===== src/rtl/cdc_bus_capture_if.sv =====
// Bus bundle between a source-domain holder and the destination-side capture stage.
// The master drives the request toggle, held word and overrun clear; the slave returns the capture results.
interface cdc_bus_capture_if #(
  parameter int WIDTH = 32
);
  logic             req_sync;
  logic [WIDTH-1:0] data_a;
  logic             clear_ovr;
  logic [WIDTH-1:0] data_b;
  logic             valid_b;
  logic             ack_tgl;
  logic             busy;
  logic             overrun;

  modport master (
    output req_sync, data_a, clear_ovr,
    input  data_b, valid_b, ack_tgl, busy, overrun
  );

  modport slave (
    input  req_sync, data_a, clear_ovr,
    output data_b, valid_b, ack_tgl, busy, overrun
  );
endinterface


===== src/rtl/cdc_bus_capture.sv =====
// Destination-side toggle-handshake capture: detects a synchronised request edge,
// waits SETTLE clocks for the static bus to settle, then latches it and flips the ack toggle.
module cdc_bus_capture #(
  parameter int WIDTH  = 32,
  parameter int SETTLE = 2
) (
  input  logic            clkb,
  input  logic            rstb,
  cdc_bus_capture_if.slave bus
);

  generate
    if (SETTLE < 1 || SETTLE > 15) begin : g_bad_settle
      $error("cdc_bus_capture: SETTLE must lie in 1..15");
    end
  endgenerate

  localparam logic [3:0] SETTLE_CNT = 4'(SETTLE);

  typedef enum logic [1:0] {
    ST_INIT,
    ST_IDLE,
    ST_SETTLE,
    ST_CAPTURE
  } state_t;

  state_t           state_reg, state_next;
  logic [3:0]       cnt_reg, cnt_next;
  logic             req_last_reg, req_last_next;
  logic [WIDTH-1:0] data_reg, data_next;
  logic             valid_reg, valid_next;
  logic             ack_reg, ack_next;
  logic             busy_reg, busy_next;
  logic             ovr_reg, ovr_next;

  always_ff @(posedge clkb or negedge rstb) begin
    if (!rstb) begin
      state_reg    <= ST_INIT;
      cnt_reg      <= '0;
      req_last_reg <= 1'b0;
      data_reg     <= '0;
      valid_reg    <= 1'b0;
      ack_reg      <= 1'b0;
      busy_reg     <= 1'b0;
      ovr_reg      <= 1'b0;
    end else begin
      state_reg    <= state_next;
      cnt_reg      <= cnt_next;
      req_last_reg <= req_last_next;
      data_reg     <= data_next;
      valid_reg    <= valid_next;
      ack_reg      <= ack_next;
      busy_reg     <= busy_next;
      ovr_reg      <= ovr_next;
    end
  end

  always_comb begin
    state_next    = state_reg;
    cnt_next      = cnt_reg;
    req_last_next = req_last_reg;
    data_next     = data_reg;
    valid_next    = 1'b0;
    ack_next      = ack_reg;
    busy_next     = busy_reg;
    // A clear is overridden below when a violation lands on the same edge
    ovr_next      = ovr_reg & ~bus.clear_ovr;

    case (state_reg)
      ST_INIT: begin
        // Absorb whatever toggle level survived reset so it is never taken as a request
        req_last_next = bus.req_sync;
        state_next    = ST_IDLE;
      end
      ST_IDLE: begin
        if (bus.req_sync != req_last_reg) begin
          state_next = ST_SETTLE;
          cnt_next   = 4'd1;
          busy_next  = 1'b1;
        end
      end
      ST_SETTLE: begin
        if (bus.req_sync == req_last_reg) begin
          ovr_next   = 1'b1;
          state_next = ST_IDLE;
          busy_next  = 1'b0;
        end else if (cnt_reg == SETTLE_CNT) begin
          state_next = ST_CAPTURE;
        end else begin
          cnt_next = cnt_reg + 4'd1;
        end
      end
      ST_CAPTURE: begin
        data_next     = bus.data_a;
        valid_next    = 1'b1;
        ack_next      = ~ack_reg;
        req_last_next = bus.req_sync;
        state_next    = ST_IDLE;
        busy_next     = 1'b0;
      end
      default: begin
        state_next = ST_INIT;
        busy_next  = 1'b0;
      end
    endcase
  end

  assign bus.data_b  = data_reg;
  assign bus.valid_b = valid_reg;
  assign bus.ack_tgl = ack_reg;
  assign bus.busy    = busy_reg;
  assign bus.overrun = ovr_reg;

endmodule

===== src/flat_wrapper.sv =====
// flat-port wrapper written by rule: the top's interface ports become plain ports
module cdc_bus_capture_flat 
#(
  parameter int WIDTH  = 32,
  parameter int SETTLE = 2
)
  (clkb, rstb, bus_req_sync, bus_data_a, bus_clear_ovr, bus_data_b, bus_valid_b, bus_ack_tgl, bus_busy, bus_overrun);
  cdc_bus_capture_if #(.WIDTH(WIDTH)) bus_i ();
  input  logic clkb;
  input  logic rstb;
  input wire logic [$bits(bus_i.req_sync)-1:0] bus_req_sync;
  input wire logic [$bits(bus_i.data_a)-1:0] bus_data_a;
  input wire logic [$bits(bus_i.clear_ovr)-1:0] bus_clear_ovr;
  output wire logic [$bits(bus_i.data_b)-1:0] bus_data_b;
  output wire logic [$bits(bus_i.valid_b)-1:0] bus_valid_b;
  output wire logic [$bits(bus_i.ack_tgl)-1:0] bus_ack_tgl;
  output wire logic [$bits(bus_i.busy)-1:0] bus_busy;
  output wire logic [$bits(bus_i.overrun)-1:0] bus_overrun;
  assign bus_i.req_sync = bus_req_sync;
  assign bus_i.data_a = bus_data_a;
  assign bus_i.clear_ovr = bus_clear_ovr;
  assign bus_data_b = bus_i.data_b;
  assign bus_valid_b = bus_i.valid_b;
  assign bus_ack_tgl = bus_i.ack_tgl;
  assign bus_busy = bus_i.busy;
  assign bus_overrun = bus_i.overrun;
  cdc_bus_capture #(.WIDTH(WIDTH), .SETTLE(SETTLE)) u_core (.clkb(clkb), .rstb(rstb), .bus(bus_i));
endmodule

===== config.mk =====
export PLATFORM = sky130hd
export DESIGN_NAME = cdc_bus_capture_flat
export DESIGN_NICKNAME = d
export VERILOG_FILES = /design/src/rtl/cdc_bus_capture_if.sv /design/src/rtl/cdc_bus_capture.sv /design/src/flat_wrapper.sv
export SDC_FILE = /design/constraint.sdc
export NUM_CORES = 1
export LEC_CHECK = 0
export BUFFER_PORTS_ARGS = -buffer_cell sky130_fd_sc_hd__buf_4
export CORE_ASPECT_RATIO = 1.4
export CORE_MARGIN = 2
export CORE_UTILIZATION = 40
export CTS_BUF_LIST = sky130_fd_sc_hd__clkbuf_4 sky130_fd_sc_hd__clkbuf_8 sky130_fd_sc_hd__clkbuf_16
export DETAILED_ROUTE_END_ITERATION = 10
export PLACE_DENSITY_LB_ADDON = 0.12
export REMOVE_ABC_BUFFERS = 1
export SYNTH_ARGS = -nofsm -noshare
export SYNTH_HDL_FRONTEND = slang
export SYNTH_SLANG_ARGS = --single-unit

===== constraint.sdc =====
create_clock -name clkb -period 1.5 [get_ports clkb]
set_clock_uncertainty 0.05 [all_clocks]
set_input_delay 0.075 -clock clkb [delete_from_list [all_inputs] [get_ports clkb]]
set_output_delay 0.075 -clock clkb [all_outputs]
set_load 0.005 [all_outputs]

# == Yosys cells after proc, flatten, opt, wreduce, memory -nomap -nowiden ==
# Cells that the tools add are included.
# word_totals
register_bits,43
in_bits,36
out_inout_bits,36
wordCells,44
# op_classes
n_addsub,1
eq_ne,11
muxes,14
bitwise_logic,3
reduce_logical,7
# op_table
op,n
$mux W4,3
$pmux W4 S2,1
$mux W2,3
$pmux W2 S3,1
$mux W1,5
$add A4 B1 Y4 const B,1
$eq A2 B2 Y1 const B,2
$eq A4 B2 Y1 const B,1
$ne A2 B1 Y1 const B,2
$ne A2 B2 Y1 const B,2
$reduce_and A4 Y1,1
$ne A3 B1 Y1 const B,1
$pmux W1 S3,1
$reduce_and A3 Y1,1
$reduce_bool A3 Y1,1
$eq A2 B1 Y1 const B,1
$logic_not A2 Y1,1
$not A1 Y1,2
$reduce_and A2 Y1,1
$reduce_bool A2 Y1,1
$reduce_or A2 Y1,1
$and A1 B1 Y1,1
$eq A1 B1 Y1,1
$ne A1 B1 Y1,1

# == Longest topological paths before layout ==
# Gate-level depths: netlist of the first run.
# logic_depth
ltp_word,4
mapped_depth,5
depth_no_buf,5

# == Worst setup path before layout of the first run ==
# OpenSTA, ideal clock, no wires.
# synth_timing
path_kind,register to register
startpoint,reg u_core.cnt_reg[0]
endpoint,reg u_core.state_reg[0]
setup_ns,0.121
arrival_ns,1.385
required_time_ns,1.329
slack_ns,-0.056
path_stages_with_launch,6
n_path_buf,0
period_less_slack_ns,1.556
cell_sequence,dfrtp_1 -> inv_1 -> ha_1 -> or3b_1 -> a21o_2 -> o22a_1
# synth_between
elab_chain_len,3
# synth_rtl
item,line,rtl
from (decl),cdc_bus_capture.sv:28,"logic [3:0] cnt_reg, cnt_next;"
from (signal assigned),cdc_bus_capture.sv:48,cnt_reg <= cnt_next;
$eq A4 B2 Y1,cdc_bus_capture.sv:87,end else if (cnt_reg == SETTLE_CNT) begin
$ne A3 B1 Y1 (no source line),n/a,
$reduce_and A2 Y1 (no source line),n/a,
to (signal assigned),cdc_bus_capture.sv:47,state_reg <= state_next;
to (decl),cdc_bus_capture.sv:27,"state_t state_reg, state_next;"
# No other way between the ends.
# A chain may end at the register's enable or synchronous reset.

# == Worst setup path in the final report of the first run ==
# Same ends and word-level chain as after synthesis.

==> reports/results.ini, run 1 <==
[clocking]
cts_buffer_depth=2
cts.sinks=43
cts_buffers=5
clk_pin_slew_ns=0.08
cts_tree=done
clock_latency_ns=0.29
ctsHtreeMaxLevel=2
root_buffer=clkbuf_8

[critical_path]
start_kind=register
cp_max_fo=2
worstSetupPathType=reg -> reg
endpoint_kind=register
worstPathArrival_ns=1.73
cp.required_ns=1.62
worstRegToRegCells=5

[detailed_routing]
ant_nets=0
dr.first_iter.drc_count=39
wire_per_inst_um=14.42
vias=1422
drt_first_pass_iters=4
avgViaCountPerCell=4.543
drc_errors=0
wl_mm=4.515

[pwr]
internal_power_uw=4123
fin_total_pwr_uw=5892
leakagePower_uw=0.001463
ir_worst_vdd_mv=1.175
combPwrFrac=0.500
power_density_nw_per_um2=1869
power_frac_seq=0.348
power.switching_uw=1769
clkPwrFrac=0.151
switching_share=0.3003

[hold_path]
hold_depth=2
hp-class=in -> reg

[floorplan]
rows=28
die_h_um=83.05
start_util=0.4177
die_w_um=60.47
dieArea_um2=5022
placeableCoreArea_um2=4274
io_pins=72

[sta]
slew_viol_final=0
max_freq_mhz=622.1
finalCritPeriodShare=1.072
setup_slack_ns=-0.1075
hold_viol=0
finalCriticalPeriod_ns=1.608
finalSetupViolCount=6
slew_headroom=0.6376
tightest_slew_ns=0.5436
rsz0062_at_grt=true

[synthesis]
synthTopCellsByCount=dfrtp_1, mux2_2, ha_1
async_flop_share=1.000
synth-seq-cells=43
synth_ff_type=dfrtp_1
avgSynthCellArea_um2=14.76
yosysUniqueCellTypes=25
synth_edf_count=0
syn-cell-area_um2=1785
yosysTopAreaCellShare=0.6027
synth_top_area_cell=dfrtp_1
syn_inst=121
ys_top_cells_by_area=dfrtp_1, mux2_2, ha_1
yosysWarningCount=0
yosysSeqAreaShare=0.6027
synth_most_common_cell=dfrtp_1

[run_status]
violations=setup timing
run_status=finished with violations

[layout]
n_antenna_cell=0
fillers=313
drive_gt1_frac=0.6047
postLayoutCoreUtil=0.7374
syn2layout_area_growth_pct=76.52
largest_reg_flops=32
nNetsFinal=294
instances_no_fill=313

[placed_design]
placed_cells=262
hpwlAfterDp_mm=2.824
port_buffers=71
place_congestion=0.8575

[global_routing]
grt_max_degree=44
grt_pass1_vias=1641
grt_pass1_wl_mm=7.458
antenna_found_initial=0
grt.overflow.total=0
grt_use_total=0.1968

[flow_run]
max_cap_viol_count=0

[power groups by stage]
stage	Sequential, uW	Combinational (uW)	Clock, uW
3_3_place_gp	2010	2350	0
3_5_place_dp	2040	2410	0
6_report	2050	2950	892
2_1_floorplan	2050	1090	0
5_1_grt	2130	3180	974
4_1_cts	2030	2690	920
[cell type report]
| class | instances | area, um2 | area share |
|---|---|---|---|
| inverter | 5 | 18.77 | 0.005955 |
| multi-input combinational | 69 | 773.2 | 0.2453 |
| clock inverter | 3 | 43.79 | 0.01389 |
| clock buffer | 5 | 68.82 | 0.02183 |
| timing repair buffer | 128 | 1095 | 0.3474 |
| sequential | 43 | 1077 | 0.3418 |
| tap | 60 | 75.07 | 0.02382 |
[metrics by stage]
stage          instance area, um2  setup TNS (ns)  setup WS, ns  hold WS, ns
6_report                     3152         -0.3784       -0.1075      0.01729
3_5_place_dp                 2479         -0.5081       -0.1226      0.05251
2_1_floorplan                1765          -11.89       -0.3548      -0.2706
4_1_cts                      3048         -0.1587      -0.04467     0.001999
5_1_grt                      3152         -0.7431       -0.1410     0.005674
3_3_place_gp                 2479         -0.1589      -0.06137      0.04155
[metal layers]
| metal | vias to the layer above | part of all wire | track usage |
|---|---|---|---|
| met2 | 42 | 0.57 | 0.3587 |
| met3 | 9 | 0.043 | 0.04829 |
| li1 | 681 | - | - |
| met5 | - | 0 | 0 |
| met4 | 0 | 0.024 | 0.06917 |
| met1 | 690 | 0.36 | 0.2097 |
[critical path, stage by stage (launching register included)]
cell     delay, ns
dfrtp_1       0.40
inv_2         0.09
ha_4          0.13
or3b_4        0.38
a21o_2        0.21
o22a_1        0.22
[cells by family (layout without fill, tap and decap cells)]
family	Yosys count	after routing	synth area share
flops	43	43	0.6027
compound gates	11	11	0.04415
buf+inv	9	141	0.02173
mux	37	37	0.2327
simple gates	12	12	0.03784
fa+ha+maj	6	6	0.04205
xor+xnor	3	3	0.01893
[layout by cell type, fill, tap and decap left out, types with 3 or more instances in the layout]
cell | netlist | routed
dlygate4sd3_1 | 0 | 34
clkbuf_8 | 0 | 5
dfrtp_1 | 43 | 42
mux2_2 | 34 | 32
ha_4 | 0 | 5
inv_2 | 0 | 3
buf_4 | 0 | 88
buf_6 | 0 | 3
[final timing paths]
check / slack [ns] / startpoint / to
hold reg to reg: 0.43 / u_core.bus.ack_tgl$_DFFE_PN0P_ / u_core.bus.ack_tgl$_DFFE_PN0P_
setup / recovery: -0.11 / u_core.cnt_reg[0]$_DFFE_PN0P_ / u_core.state_reg[0]$_DFFE_PN0P_
min in group asynchronous: 0.27 / rstb / u_core.bus.data_b[3]$_DFFE_PN0P_
hold / removal: 0.02 / bus_req_sync / u_core.req_last_reg$_DFFE_PN0P_
max in group asynchronous: 0.73 / rstb / u_core.state_reg[1]$_DFFE_PN0P_
setup reg to reg: -0.11 / u_core.cnt_reg[0]$_DFFE_PN0P_ / u_core.state_reg[0]$_DFFE_PN0P_
[timing repair]
action | 4_1_cts | 5_1_grt
gates cloned | 0 | 1
resized for setup | 18 | 13
hold endpoints to repair | 76 | 0
pin swaps | 7 | 4
hold buffers | 34 | 0
setup buffers | 7 | 2
setup endpoints to repair | 28 | 39
No activity file was read; power rests on OpenSTA's default activity.
==> inputs of run 2 (changes only) <==
--- a/config.mk
+++ b/config.mk
@@ -16,3 +16,4 @@
 export SYNTH_ARGS = -nofsm -noshare
 export SYNTH_HDL_FRONTEND = slang
 export SYNTH_SLANG_ARGS = --single-unit
+export TNS_END_PERCENT = 50
==> constraint.sdc (replaced) <==
create_clock -name clkb -period 2 [get_ports clkb]
set_clock_uncertainty 0.05 [all_clocks]
set_input_delay 0.1 -clock clkb [delete_from_list [all_inputs] [get_ports clkb]]
set_output_delay 0.1 -clock clkb [all_outputs]
set_load 0.005 [all_outputs]
==> reports/results.ini, run 2 (same netlist as run 1, synthesis figures left out) <==
[sta]
rsz0062_at_grt=false
slew_headroom=0.6447  ; +0.007164
hold_viol=0  ; unchanged
setup_tns_ns=0  ; +0.3784 ns
slew_viol_final=0  ; unchanged
finalCritPeriodShare=0.8484  ; -0.2232
tightest_slew_ns=0.5329  ; -0.01075 ns
max_freq_mhz=589.3  ; -5.3%
finalCriticalPeriod_ns=1.697  ; +0.08937 ns
finalSetupViolCount=0  ; -6
setup_slack_ns=0.3031  ; +0.4106 ns

[clocking]
clock_latency_ns=0.28  ; about the same
root_buffer=clkbuf_8
cts_buffer_depth=2  ; unchanged
cts_setup_buffers=0  ; -7
cts.sinks=43  ; unchanged
cts_tree=done
clk_pin_slew_ns=0.08  ; about the same
ctsHoldBuffers=33  ; -2.9%
cts_buffers=5  ; unchanged
ctsHtreeMaxLevel=2  ; unchanged
cts_resized=0  ; -18

[pwr]
combPwrFrac=0.433  ; -0.067
leakagePower_uw=0.001336  ; -8.7%
switching_share=0.2912  ; -0.009097
power_density_nw_per_um2=1374  ; -26%
power_frac_seq=0.392  ; +0.044
internal_power_uw=2763  ; -33%
power.switching_uw=1135  ; -36%
ir_worst_vdd_mv=0.8487  ; -28%
clkPwrFrac=0.175  ; +0.024

[run_status]
run_status=complete, no violations

[hold_path]
hold-path-endpoint=u_core.bus.data_b[10]$_DFFE_PN0P_
hold_depth=2  ; unchanged
min_from=bus_data_a[10]
hp-class=in -> reg

[placed_design]
hpwlAfterDp_mm=2.743  ; -2.8%
place_congestion=0.8321  ; -3.0%
pre_cts_slack_ns=0.3237  ; +0.4463 ns
placed_area_um2=2389  ; -3.6%
port_buffers=71  ; unchanged

[floorplan]
dieArea_um2=5022  ; unchanged
start_util=0.4177  ; unchanged
placeableCoreArea_um2=4274  ; unchanged
die_w_um=60.47  ; unchanged
die_h_um=83.05  ; unchanged
rows=28  ; unchanged
io_pins=72  ; unchanged

[critical_path]
path_cells=inv_1 -> ha_1 -> nor2_1 -> a311oi_2 -> mux2_1
reg2reg_to=u_core.cnt_reg[1]$_DFFE_PN0P_
worstRegToRegCells=5  ; unchanged
worstPathArrival_ns=1.82  ; +0.09 ns
rrSetupSlack_ns=0.30  ; +0.41 ns
endpoint_kind=register
worstSetupPathType=reg -> reg
worstReg2RegStart=u_core.state_reg[0]$_DFFE_PN0P_
cp_slowest_cell=dfrtp_1
start_kind=register
cp.required_ns=2.12  ; +0.50 ns
slowest_delay_ns=0.43  ; +0.03 ns
cp_max_fo=4  ; +2

[global_routing]
grt_pass1_vias=1538  ; -6.3%
grt.overflow.total=0  ; unchanged
grt_max_degree=44  ; unchanged
antenna_found_initial=0  ; unchanged
grt_pass1_wl_mm=6.969  ; -6.6%
grt_use_total=0.1803  ; -0.01644

[detailed_routing]
vias=1342  ; -5.6%
drt_first_pass_iters=4  ; unchanged
wire_per_inst_um=13.46  ; -6.7%
dr.first_iter.drc_count=54  ; +38%
drc_errors=0  ; unchanged
avgViaCountPerCell=4.612  ; +1.5%
wl_mm=3.917  ; -13%
ant_nets=0  ; unchanged

[layout]
seq_area_um2=1076  ; -0.12%
n_antenna_cell=0  ; unchanged
nNetsFinal=272  ; -7.5%
final_common_cell=buf_4
fillers=336  ; +7.3%
syn2layout_area_growth_pct=58.86
drive_gt1_frac=0.5152  ; -0.08959
largest_reg_flops=32  ; unchanged
layout_common_cells=buf_4, dfrtp_1, mux2_2
final_cell_area_um2=2836  ; -10%
multiInputGateArea_um2=670.6  ; -13%

[flow_run]
max_cap_viol_count=0  ; unchanged

-- run 2: cell types whose count changed in the layout (fill, tap and decap cells not counted), sizes merged --
| cell | delta |
|---|---|
| dlygate4sd3 | -1 |
| clkinv | -1 |
| buf | -20 |
-- run 2: per-stage QoR --
| step | utilization | instances | hold slack (ns) | power, uW |
|---|---|---|---|---|
| after floorplan | - | 117 | -0.2456 | 2357 |
| after global routing | 0.6636 | 291 | 0.004330 | 4181 |
| final | 0.6636 | 291 | 0.01109 | 3898 |
| after detailed placement | 0.5588 | 250 | 0.07220 | 3207 |
| after CTS | 0.6636 | 291 | 0.002405 | 3955 |
| after global placement | 0.5588 | 250 | 0.07001 | 3136 |
-- run 2: layout make-up --
| type | count | share of cell area |
|---|---|---|
| sequential | 43 | 0.3794 |
| timing repair buffer | 106 | 0.3097 |
| multi-input combinational | 69 | 0.2364 |
| clock buffer | 6 | 0.02911 |
| tap | 60 | 0.02647 |
| clock inverter | 2 | 0.01235 |
| inverter | 5 | 0.006617 |
-- run 2: layer usage --
| layer | GRT usage | part of all wire |
|---|---|---|
| met1 | 0.1973 | 0.37 |
| met2 | 0.3291 | 0.57 |
| met3 | 0.04050 | 0.044 |
| met4 | 0.05731 | 0.021 |
| met5 | 0 | 0 |
-- run 2: critical path, delay by kind of cell, from the launching register on --
family / cells / cell delay, ns
adders and majority gates: 1 / 0.22
buffers and inverters: 1 / 0.12
and+or+nand+nor: 1 / 0.11
DFF: 1 / 0.43
muxes: 1 / 0.35
AOI/OAI and AO/OA: 1 / 0.32
-- run 2: worst max-delay path by stage --
stage,to,cells after the start,from,slack (ns)
2_1_floorplan,u_core.bus.data_b[0]$_DFFE_PN0P_,2,u_core.state_reg[0]$_DFFE_PN0P_,0.15
3_3_place_gp,u_core.state_reg[0]$_DFFE_PN0P_,5,u_core.cnt_reg[0]$_DFFE_PN0P_,0.39
3_5_place_dp,u_core.state_reg[0]$_DFFE_PN0P_,5,u_core.cnt_reg[0]$_DFFE_PN0P_,0.32
4_1_cts,u_core.state_reg[0]$_DFFE_PN0P_,5,u_core.cnt_reg[0]$_DFFE_PN0P_,0.30
5_1_grt,u_core.cnt_reg[1]$_DFFE_PN0P_,5,u_core.state_reg[0]$_DFFE_PN0P_,0.19
6_report,u_core.cnt_reg[1]$_DFFE_PN0P_,5,u_core.state_reg[0]$_DFFE_PN0P_,0.30
-- run 2: power groups by stage --
stage | sequential [uW] | combinational [uW] | clock [uW]
after global routing | 1590 | 1850 | 747
after CTS | 1530 | 1710 | 708
final | 1530 | 1690 | 682
after floorplan | 1540 | 817 | 0
after detailed placement | 1540 | 1660 | 0
after global placement | 1520 | 1620 | 0
==> inputs of run 3 (changes only) <==
==> constraint.sdc (replaced) <==
create_clock -name clkb -period 1.5 [get_ports clkb]
set_clock_uncertainty 0.05 [all_clocks]
set_input_delay 0.075 -clock clkb [delete_from_list [all_inputs] [get_ports clkb]]
set_output_delay 0.075 -clock clkb [all_outputs]
set_load 0.005 [all_outputs]
==> reports/results.ini, run 3 (same netlist as run 1, synthesis figures left out) <==
[layout]
postLayoutCoreUtil=0.7374  ; +0.07377
layout_common_cells=buf_4, dfrtp_1, dlygate4sd3_1
instances_no_fill=313  ; +7.6%
final_common_cell=buf_4
drive_gt1_frac=0.6047  ; +0.08959
largest_reg_flops=32  ; unchanged
syn2layout_area_growth_pct=76.52
n_antenna_cell=0  ; unchanged
nNetsFinal=294  ; +8.1%
final_cell_area_um2=3152  ; +11%

[critical_path]
worst-path-buf-inv=1  ; unchanged
cp-endpoint=u_core.state_reg[0]$_DFFE_PN0P_
startpoint=u_core.cnt_reg[0]$_DFFE_PN0P_
worstRegToRegCells=5  ; unchanged
path_delay_family=compound AO/OA/AOI/OAI gates
worstReg2RegStart=u_core.cnt_reg[0]$_DFFE_PN0P_
worstSetupPathType=reg -> reg
start_kind=register
cp.required_ns=1.62  ; -0.50 ns
cp_max_fo=2  ; -2
path_depth=5  ; unchanged
cp_slowest_cell=dfrtp_1
slowest_delay_ns=0.40  ; -0.03 ns
reg2reg_to=u_core.state_reg[0]$_DFFE_PN0P_
path_cells=inv_2 -> ha_4 -> or3b_4 -> a21o_2 -> o22a_1
rrSetupSlack_ns=-0.11  ; -0.41 ns
endpoint_kind=register
worstPathArrival_ns=1.73  ; -0.09 ns

[detailed_routing]
wire_per_inst_um=14.41  ; +7.0%
wl_mm=4.509  ; +15%
drc_errors=0  ; unchanged
vias=1422  ; +6.0%
avgViaCountPerCell=4.543  ; -1.5%
dr.first_iter.drc_count=42  ; -22%
ant_nets=0  ; unchanged
drt_first_pass_iters=4  ; unchanged

[placed_design]
placed_area_um2=2479  ; +3.8%
port_buffers=71  ; unchanged
hpwlAfterDp_mm=2.824  ; +2.9%
place_congestion=0.8575  ; +3.1%
placed_cells=262  ; +4.8%

[sta]
tightest_slew_ns=0.5452  ; +0.01232 ns
hold_viol=0  ; unchanged
finalSetupViolCount=6  ; +6
slew_headroom=0.6365  ; -0.008211
max_freq_mhz=620.5  ; +5.3%
finalCriticalPeriod_ns=1.612  ; -0.08526 ns
rsz0062_at_grt=true
setup_slack_ns=-0.1116  ; -0.4147 ns
slew_viol_final=0  ; unchanged
setup_tns_ns=-0.3996  ; -0.3996 ns
finalCritPeriodShare=1.074  ; +0.2260

[clocking]
clock_latency_ns=0.29  ; about the same
root_buffer=clkbuf_8
cts.sinks=43  ; unchanged
clk_pin_slew_ns=0.08  ; about the same
ctsHtreeMaxLevel=2  ; unchanged
cts_buffer_depth=2  ; unchanged
cts_buffers=5  ; unchanged
cts_tree=done

[floorplan]
die_w_um=60.47  ; unchanged
placeableCoreArea_um2=4274  ; unchanged
rows=28  ; unchanged
io_pins=72  ; unchanged
start_util=0.4177  ; unchanged
dieArea_um2=5022  ; unchanged
die_h_um=83.05  ; unchanged

[global_routing]
antenna_found_initial=0  ; unchanged
grt_max_degree=44  ; unchanged
grt_pass1_wl_mm=7.458  ; +7.0%
grt_use_total=0.1968  ; +0.01644
grt.overflow.total=0  ; unchanged
grt_pass1_vias=1641  ; +6.7%

[hold_path]
hp-class=in -> reg

[run_status]
violations=setup timing
run_status=finished with violations

[pwr]
ir_worst_vdd_mv=1.175  ; +38%
power_density_nw_per_um2=1869  ; +36%
leakagePower_uw=0.001463  ; +9.5%

[flow_run]
max_cap_viol_count=0  ; unchanged

-- run 3: report_power, final --
part	total (uW)	internal (uW)	switching [uW]
clock	892	496	396
combinational	2950	1910	1040
sequential	2050	1720	336
-- run 3: area by class of cell --
class	instances	area, um2
multi-input cells	69	773.2
fillers	313	1122
clock buffers	5	68.82
inverters	5	18.77
flip-flops and latches	43	1077
repair buffers	128	1095
clock inverters	3	43.79
well taps	60	75.07
-- run 3: per-stage QoR --
stage	total power [uW]	setup WS, ns	hold WS [ns]
after floorplan	3143	-0.3548	-0.2706
after global placement	4363	-0.06137	0.04155
after detailed placement	4452	-0.1226	0.05251
after CTS	5643	-0.04467	0.001999
after global routing	6286	-0.1410	0.005674
final	5891	-0.1116	0.01736
-- run 3: routing by layer --
metal  wire length, um  part of all wire  GRT usage  up-vias
li1                  -                 -          -      680
met1              1613              0.36     0.2097      691
met2              2596              0.58     0.3587       42
met3               189             0.042    0.04829        9
met4               109             0.024    0.06917        0
met5                 0                 0          0        -
-- run 3: repair_timing --
item	in CTS	in global routing
endpoints found under the setup margin	28	39
cloned	0	1
pin swaps	7	4
endpoints found under the hold margin	76	0
gates resized for setup	18	13
hold buffers	34	0
setup buffers	7	2
-- run 3: how the worst min path moves through the flow --
stage | from | endpoint | slack (ns) | cells past startpoint
after floorplan | rstb | u_core.bus.ack_tgl$_DFFE_PN0P_ | -0.27 | 0
after global routing | bus_req_sync | u_core.req_last_reg$_DFFE_PN0P_ | 0.006 | 2
final | bus_req_sync | u_core.req_last_reg$_DFFE_PN0P_ | 0.02 | 2
after global placement | rstb | u_core.bus.overrun$_DFF_PN0_ | 0.04 | 1
after detailed placement | rstb | u_core.bus.data_b[1]$_DFFE_PN0P_ | 0.05 | 1
after CTS | bus_req_sync | u_core.req_last_reg$_DFFE_PN0P_ | 0.002 | 2
